===== src/rtl/ibuf_feeder.sv =====
// ibuf_feeder: feeds 4-word tiles from an input stream into the input-buffer columns and sequences array calc bursts per job.
//   CLK, RSTN            clock (rising edge), asynchronous active-low reset
//   CMD_VALID/READY      job command handshake; CMD_NTILE tiles per job, CMD_ODST job tag
//   IN_VALID/READY       input word handshake; IN_DATA packed 4x8-bit activation word
//   LOAD_EN, IDST, IWord input-buffer column write strobe, column index, write data
//   START_CALC           column-0 shift enable, high 4 cycles per tile
//   ODST                 latched job tag, held until the next accepted command
//   BUSY, DONE           not-idle flag, one-cycle job completion pulse
//   DRAIN_CYC must be at least 1.
module ibuf_feeder #(
  parameter int DRAIN_CYC = 3
) (
  input  logic        CLK,
  input  logic        RSTN,
  input  logic        CMD_VALID,
  output logic        CMD_READY,
  input  logic [7:0]  CMD_NTILE,
  input  logic [3:0]  CMD_ODST,
  input  logic        IN_VALID,
  output logic        IN_READY,
  input  logic [31:0] IN_DATA,
  output logic        LOAD_EN,
  output logic [1:0]  IDST,
  output logic [31:0] IWord,
  output logic        START_CALC,
  output logic [3:0]  ODST,
  output logic        BUSY,
  output logic        DONE
);
  typedef enum logic [2:0] {IDLE, LOAD, GAP, CALC, DRAIN, FIN} state_t;
  localparam logic [7:0] DRAIN_LAST = 8'(DRAIN_CYC - 1);
  state_t state, nxt;
  logic [7:0] tile_cnt, cnt;
  logic [1:0] widx;
  logic cmd_hs, in_hs, calc_end, drain_end;
  logic cmd_ready_d, in_ready_d, start_calc_d, busy_d, done_d;
  assign cmd_hs    = CMD_VALID & CMD_READY;
  assign in_hs     = IN_VALID & IN_READY;
  assign calc_end  = state == CALC && cnt == 8'd3;
  assign drain_end = state == DRAIN && cnt == DRAIN_LAST;
  always_ff @(posedge CLK or negedge RSTN)
    if (!RSTN) state <= IDLE;
    else state <= nxt;
  always_comb begin
    nxt = state;
    case (state)
      IDLE:    nxt = cmd_hs ? (CMD_NTILE != 8'd0 ? LOAD : FIN) : IDLE;
      LOAD:    nxt = in_hs && widx == 2'd3 ? GAP : LOAD;
      GAP:     nxt = CALC;
      CALC:    nxt = calc_end ? DRAIN : CALC;
      DRAIN:   nxt = drain_end ? (tile_cnt == 8'd1 ? FIN : LOAD) : DRAIN;
      FIN:     nxt = IDLE;
      default: nxt = IDLE;
    endcase
  end
  // Phase counter runs only while staying in CALC or DRAIN, so it is 0 on entry to either.
  always_ff @(posedge CLK or negedge RSTN)
    if (!RSTN) begin
      tile_cnt <= '0;
      widx     <= '0;
      cnt      <= '0;
    end else begin
      tile_cnt <= cmd_hs ? CMD_NTILE : drain_end ? tile_cnt - 8'd1 : tile_cnt;
      widx     <= cmd_hs ? 2'd0 : in_hs ? widx + 2'd1 : widx;
      cnt      <= state == nxt && (state == CALC || state == DRAIN) ? cnt + 8'd1 : 8'd0;
    end
  // Outputs are registered from the next state so they line up with the state they describe;
  // DONE is registered from FIN itself, landing in the first IDLE cycle.
  always_comb begin
    cmd_ready_d  = nxt == IDLE;
    in_ready_d   = nxt == LOAD;
    start_calc_d = nxt == CALC;
    busy_d       = nxt != IDLE;
    done_d       = state == FIN;
  end
  always_ff @(posedge CLK or negedge RSTN)
    if (!RSTN) begin
      CMD_READY  <= 1'b0;
      IN_READY   <= 1'b0;
      START_CALC <= 1'b0;
      BUSY       <= 1'b0;
      DONE       <= 1'b0;
      LOAD_EN    <= 1'b0;
      IDST       <= '0;
      IWord      <= '0;
      ODST       <= '0;
    end else begin
      CMD_READY  <= cmd_ready_d;
      IN_READY   <= in_ready_d;
      START_CALC <= start_calc_d;
      BUSY       <= busy_d;
      DONE       <= done_d;
      LOAD_EN    <= in_hs;
      IDST       <= in_hs ? widx : IDST;
      IWord      <= in_hs ? IN_DATA : IWord;
      ODST       <= cmd_hs ? CMD_ODST : ODST;
    end
endmodule


===== config.mk =====
export PLATFORM = sky130hd
export DESIGN_NAME = ibuf_feeder
export DESIGN_NICKNAME = d
export VERILOG_FILES = /design/src/rtl/ibuf_feeder.sv
export SDC_FILE = /design/constraint.sdc
export NUM_CORES = 1
export LEC_CHECK = 0
export ABC_CLOCK_PERIOD_IN_PS = 1800
export BUFFER_PORTS_ARGS = -buffer_cell sky130_fd_sc_hd__clkbuf_2
export CORE_UTILIZATION = 30
export CTS_CLUSTER_SIZE = 10
export DETAILED_ROUTE_END_ITERATION = 6
export PLACE_DENSITY = 0.61
export SYNTH_ARGS = -nofsm -noshare
export SYNTH_HDL_FRONTEND = slang
export SYNTH_SLANG_ARGS = --single-unit

===== constraint.sdc =====
create_clock -name CLK -period 1.8 [get_ports CLK]
set_input_delay 0.36 -clock CLK [delete_from_list [all_inputs] [get_ports CLK]]
set_output_delay 0.36 -clock CLK [all_outputs]
set_load 0.03 [all_outputs]

# [After elaboration in Yosys (flattened, before gate mapping)]
# Index checks and enable logic that the tools add are counted.
[word_totals] regBits=65 inputBits=48 out_inout_bits=44 word_cells=53
[classes] n_addsub=3 eq_ne=12 mux=12 bitwise_logic=2 n_reduce_logical=11
[op_table] cell="$mux W8" count=3
[op_table] cell="$eq A8 B2 Y1 const B" count=2
[op_table] cell="$mux W3" count=5
[op_table] cell="$pmux W3 S5" count=1
[op_table] cell="$eq A3 B2 Y1 const B" count=3
[op_table] cell="$add A8 B1 Y8 const B" count=1
[op_table] cell="$eq A8 B1 Y1 const B" count=1
[op_table] cell="$reduce_bool A8 Y1" count=1
[op_table] cell="$sub A8 B1 Y8 const B" count=1
[op_table] cell="$eq A3 B1 Y1 const B" count=2
[op_table] cell="$eq A3 B3 Y1 const B" count=2
[op_table] cell="$logic_not A3 Y1" count=2
[op_table] cell="$mux W2" count=3
[op_table] cell="$logic_and A1 B1 Y1" count=4
[op_table] cell="$reduce_bool A2 Y1" count=2
[op_table] cell="$eq A3 B3 Y1" count=1
[op_table] cell="$reduce_bool A3 Y1" count=1
[op_table] cell="$add A2 B1 Y2 const B" count=1
[op_table] cell="$and A1 B1 Y1" count=2
[op_table] cell="$eq A2 B2 Y1 const B" count=1
[op_table] cell="$logic_or A1 B1 Y1" count=1

# [Depth between registers and ports, before layout]
[depth] ltp_word=7 mapped_depth=7 ltp_nobuf=6

# [Worst setup path after synthesis]
# No wires, ideal clock.
[synth_timing] kind="register -> register" from="reg CMD_READY" to="reg BUSY" setup_time_ns=0.131 t_arrival_ns=1.483 required_time_ns=1.669 setup_slack_ns=0.185 stages_incl_launch_ff=7 n_path_buf=1 synth_period_minus_slack_ns=1.615 cell_sequence="dfrtp_1 -> and2_0 -> clkbuf_1 -> a41oi_1 -> o21a_1 -> a21oi_2 -> or3_1"
[synth_between] elab_chain_cells=4
[synth_rtl] item="start: declaration" line="16" source="output logic CMD_READY,"
[synth_rtl] item="start signal: assignment" line="88" source="CMD_READY <= cmd_ready_d;"
[synth_rtl] item="$and A1 B1 Y1" line="37" source="assign cmd_hs = CMD_VALID & CMD_READY;"
[synth_rtl] item="$mux W3" line="47" source="IDLE: nxt = cmd_hs ? (CMD_NTILE != 8'd0 ? LOAD : FIN) : IDLE;"
[synth_rtl] item="$pmux W3 S5" line="46" source="case (state)"
[synth_rtl] item="via nxt[2]" line="32" source="state_t state, nxt;"
[synth_rtl] item="$reduce_bool A3 Y1" line="73" source="busy_d = nxt != IDLE;"
[synth_rtl] item="via busy_d" line="36" source="logic cmd_ready_d, in_ready_d, start_calc_d, busy_d, done_d;"
[synth_rtl] item="end signal: assignment" line="91" source="BUSY <= busy_d;"
[synth_rtl] item="end: declaration" line="27" source="output logic BUSY,"
# The timed path passes the listed nets, and every way through them passes these cells.
# A chain may end at the register's enable or synchronous reset.

# [Worst setup path after layout]
[layout_timing] from="reg cnt[4]" to="reg IN_READY"
[layout_between] elab_chain_cells=5 word_cells_on_any_way=8 classes_between="eq/ne: 3; mux: 3; reduce/logical: 2"
[layout_rtl] item="start: declaration" line="33" source="logic [7:0] tile_cnt, cnt;"
[layout_rtl] item="start signal: assignment" line="65" source="cnt <= state == nxt && (state == CALC || state == DRAIN) ? cnt + 8'd1 : 8'd0;"
[layout_rtl] item="$eq A8 B2 Y1 (on tied branches)" line="40, 39"
[layout_rtl] item="$logic_and A1 B1 Y1 (on tied branches)" line="40, 39"
[layout_rtl] item="$mux W3 (on tied branches)" line="51, 50"
[layout_rtl] item="$pmux W3 S5 (*)" line="46"
[layout_rtl] item="$eq A3 B1 Y1 (*)" line="71" source="in_ready_d = nxt == LOAD;"
[layout_rtl] item="via in_ready_d" line="36"
[layout_rtl] item="end signal: assignment" line="89" source="IN_READY <= in_ready_d;"
[layout_rtl] item="end: declaration" line="20" source="output logic IN_READY,"
# The timed path passes the listed nets; every way through them passes the cells marked *.

==> run summary <==
The flow ran to the end, and the final reports show no timing, DRC or antenna violations. The xor/xnor share of the synthesized area is 4.38%. The final setup violation count is 0. The tree is rooted in a sky130_fd_sc_hd__clkbuf_8. The floorplan has 34 rows.

The total inserted antenna cells is 0. The total congestion overflow is 0. The multi-input combinational cells in the finished layout cover a total of 0.00115 mm2. Max-cap violations in this run came to 0. The count of cell types in the netlist is 35. The die is 98.6 um wide. The final count of hold timing violations is 0. The most critical setup path has its startpoint at cnt[4].

By startpoint and endpoint, the worst setup path is classified as flip-flop to flip-flop. The quantity of I/O buffers inserted on ports is 91. For this block, the routed nets add up to 5.82 mm of wire.

The first-pass GRT wire length came out at 9.76 mm. The register-to-register path setup slack came out at 0.04 ns. The number of hold buffers added after CTS came out at 0. The largest driver fanout on the critical path is 4. Yosys printed 0 warnings. The synthesized net count came out at 276. TritonCTS built the clock tree.

Summing the areas of all fa, ha and maj instances in the mapped netlist gives 2.23% of the synthesized area. The routability-driven placement congestion ratio is 0.775. The via count of the first global-routing pass came to 2,086. The number of filler instances in the final layout is 843. The detailed router's first-iteration violation count came out at 107.

The average detailed-routed wire length per instance came out at 13.2 um. The die covers 0.00973 mm2. Once layout is done, the placed cells without fillers occupy 0.00371 mm2. After synthesis, flip-flops and latches occupy 58.1% of the total area. The clock period could shrink to 1.76 ns. The worst setup path is captured at a flip-flop.

The analysis attributes to cell leakage a power of 0.00174 uW. The number of instances in the synthesized netlist came out at 223. The starting density of the core came out at 31.5%. The sequential power share came out at 37.0%. The clock reaches the later pin of the worst-skew pair after 0.34 ns. In this run the remaining antenna-violating nets after routing total 0. Following the worst setup path forward leads to its endpoint at IN_READY.

The final net count came out at 382. The combinational power share is 42.4%. The worst slew slack as a fraction of its limit is 68.3%. The setup clock skew after layout is 0.00991 ns. The critical path data required time is 2.02 ns. The largest vdd supply drop came out at 0.000984 V.

The power share of the clock group came out at 20.6%. The synthesized area per cell is 12.6 um2. The worst reg-to-reg path cell count came out at 5. The area growth from synthesis to layout is 32.4%. The arrival time of the worst setup path came out at 1.97 ns. In this run, CTS created clock tree buffers numbering 9. The multiplexer share of the synthesized area came out at 15.3%. In the final layout, flip-flops and latches occupy 0.00163 mm2.

The endpoint identified for the worst register-to-register timing path is IN_READY. The final critical path takes up 97.6% of the cycle. In this run the critical register-to-register path is launched from cnt[4]. The number of ports placed on the die boundary came out at 92.

The number of clock sinks came out at 65. The pin count of the biggest net entering global routing came out at 38. The share of layout cells above drive strength 1 came out at 52.1%. Summed over all nets, the switching power comes to 2810 uW. The per-cell via count in the routed design is 4.59. The worst setup path is launched from a flip-flop. The clock tree synthesis step divided the H-tree into 3 levels. The min-delay analysis places its worst path in the category input port to asynchronous set/reset pin. The final number of max-transition violations is 0. For the pin with the worst max-slew slack, the measured transition is 0.469 ns. Summing every instance area after synthesis gives 0.00280 mm2. The register clock-pin slew on the reported worst setup and hold paths is 0.07 ns. The die height is 98.6 um. The placeable core region came out at 0.00889 mm2. The instance area at placement is 0.00343 mm2. The total vias in the final route came out at 2,030. The placed wire-length estimate after detailed placement is 4.30 mm. The sum of negative setup slack came out at 0 ns.

The maximum root-to-sink buffer count is 2. Setup repair after global routing could not meet its margin everywhere. The total chip power came out at 6790 uW.

The post-synthesis sequential element count came out at 65. After synthesis, the largest family of logic cells by area is multiplexers. The achievable frequency came out at 569 MHz. The cell-internal power is 3990 uW. Net switching is 41.3% of the power.

The simple logic cell fraction of the synthesized area came out at 13.4%. The fraction of the mapped netlist area in compound gates is 4.56%. The pre-antenna-repair detailed-routing pass consisted of 4 iterations. Global routing consumed, over all layers together, 12.8% of the routing resources.

The initial antenna violation count came out at 0. The ratio of total power to cell area came out at 1830 mW/mm2. In the routed design, unresolved DRC markers number 0.
area by class of cell:
cell class                      count  share of cell area (%)
Clock inverter                      6                    2.43
Tap cell                          108                    3.64
Timing Repair Buffer              102                    14.9
Clock buffer                       10                    3.71
Inverter                            5                   0.506
Sequential cell                    65                    43.8
Multi-Input combinational cell    146                    30.9
state kept, by name (all words and copies together), names as in the netlist, 2 cells and up:
name / count
IWord: 32
cnt: 8
tile_cnt: 8
ODST: 4
state: 3
IDST: 2
widx: 2
cell usage after synthesis:
cell type	count	area, um2
sky130_fd_sc_hd__xor2_1	10	87.6
sky130_fd_sc_hd__buf_6	1	11.3
sky130_fd_sc_hd__and2_1	2	12.5
sky130_fd_sc_hd__nor3_1	2	10.0
sky130_fd_sc_hd__and4_1	1	8.76
sky130_fd_sc_hd__a311oi_1	1	8.76
sky130_fd_sc_hd__nor4_1	3	18.8
sky130_fd_sc_hd__and3_2	1	7.51
sky130_fd_sc_hd__xnor2_1	4	35.0
sky130_fd_sc_hd__nand2_1	8	30.0
sky130_fd_sc_hd__ha_1	5	62.6
sky130_fd_sc_hd__nor4_4	1	21.3
sky130_fd_sc_hd__a31oi_1	1	6.26
sky130_fd_sc_hd__and3_1	2	12.5
sky130_fd_sc_hd__and2_0	1	6.26
sky130_fd_sc_hd__a21oi_1	14	70.1
sky130_fd_sc_hd__o21a_1	2	15.0
sky130_fd_sc_hd__or3_1	1	6.26
sky130_fd_sc_hd__dfrtp_1	65	1630
sky130_fd_sc_hd__buf_2	4	20.0
sky130_fd_sc_hd__nand3_2	5	50.1
sky130_fd_sc_hd__nor3b_2	1	12.5
sky130_fd_sc_hd__o21ai_0	1	5.00
sky130_fd_sc_hd__nor2_1	28	105
sky130_fd_sc_hd__clkbuf_1	2	7.51
sky130_fd_sc_hd__a21oi_2	1	8.76
sky130_fd_sc_hd__nor4b_1	1	8.76
sky130_fd_sc_hd__nand4_2	1	12.5
sky130_fd_sc_hd__inv_1	5	18.8
sky130_fd_sc_hd__nand2b_1	1	6.26
sky130_fd_sc_hd__nor4_2	1	12.5
sky130_fd_sc_hd__a41oi_1	1	8.76
sky130_fd_sc_hd__mux2_2	38	428
sky130_fd_sc_hd__o21ai_1	1	5.00
sky130_fd_sc_hd__nand3_1	7	35.0
worst max-delay path, cell delays in order (launching register included):
cell,delay (ns)
sky130_fd_sc_hd__dfrtp_1,0.42
sky130_fd_sc_hd__nor4_4,0.40
sky130_fd_sc_hd__buf_4,0.18
sky130_fd_sc_hd__nand4_2,0.11
sky130_fd_sc_hd__buf_4,0.19
sky130_fd_sc_hd__a311oi_2,0.34
cell families (layout without fill, tap and decap cells):
family	Yosys count	in the layout
compound gates	22	22
xor+xnor	14	14
fa+ha+maj	5	5
buf+inv	12	123
flops	65	65
mux	38	38
simple gates	67	67
power by group through the flow:
stage	combinational, uW	sequential, uW	clock (uW)
final	2880	2510	1400
after global placement	2820	2520	0
after global routing	3090	2610	1510
after floorplan	1040	3450	0
after detailed placement	2830	2550	0
after CTS	2840	2520	1450
cells in the final DEF (no fill, tap or decap), types with 2 or more instances in the layout:
master,instances
sky130_fd_sc_hd__mux2_2,38
sky130_fd_sc_hd__inv_1,5
sky130_fd_sc_hd__and3_1,2
sky130_fd_sc_hd__a21oi_2,2
sky130_fd_sc_hd__clkbuf_2,91
sky130_fd_sc_hd__xor2_1,10
sky130_fd_sc_hd__and2_1,2
sky130_fd_sc_hd__a21oi_1,13
sky130_fd_sc_hd__o21a_1,2
sky130_fd_sc_hd__o21ai_1,2
sky130_fd_sc_hd__ha_1,5
sky130_fd_sc_hd__nand2_1,7
sky130_fd_sc_hd__clkbuf_8,10
sky130_fd_sc_hd__nand3_2,6
sky130_fd_sc_hd__xnor2_1,4
sky130_fd_sc_hd__nor2_1,28
sky130_fd_sc_hd__nand3_1,6
sky130_fd_sc_hd__nor4_1,3
sky130_fd_sc_hd__bufinv_16,2
sky130_fd_sc_hd__dfrtp_1,65
sky130_fd_sc_hd__buf_4,9
metal layers:
metal	track usage (%)	routed length, um
met5	0	0
met4	4.02	41
met3	5.53	332
met2	19.7	2800
met1	16.4	2650
through the flow:
stage	utilization (%)	setup WS [ns]	instances	hold slack, ns
finish	41.7	0.0438	442	0.0460
global route	41.7	-0.0264	442	0.0630
CTS	41.1	0.00264	439	0.0445
detailed placement	38.5	-0.0287	423	0.423
global placement	38.5	-0.126	423	0.413
floorplan	-	0.185	223	0.0644
what timing repair did:
action,4_1_cts,5_1_grt
cloned,0,0
pin swaps,0,3
setup endpoints to repair,1,14
gates resized for setup,1,9
setup buffers,0,3
worst min path at each step:
stage,end,cells past startpoint,startpoint
floorplan,BUSY,0,RSTN
global placement,IWord[14],2,RSTN
detailed placement,IWord[15],2,RSTN
CTS,IWord[24],2,RSTN
global route,IWord[15],2,RSTN
finish,IWord[22],2,RSTN
No activity file was read; power rests on OpenSTA's default activity.
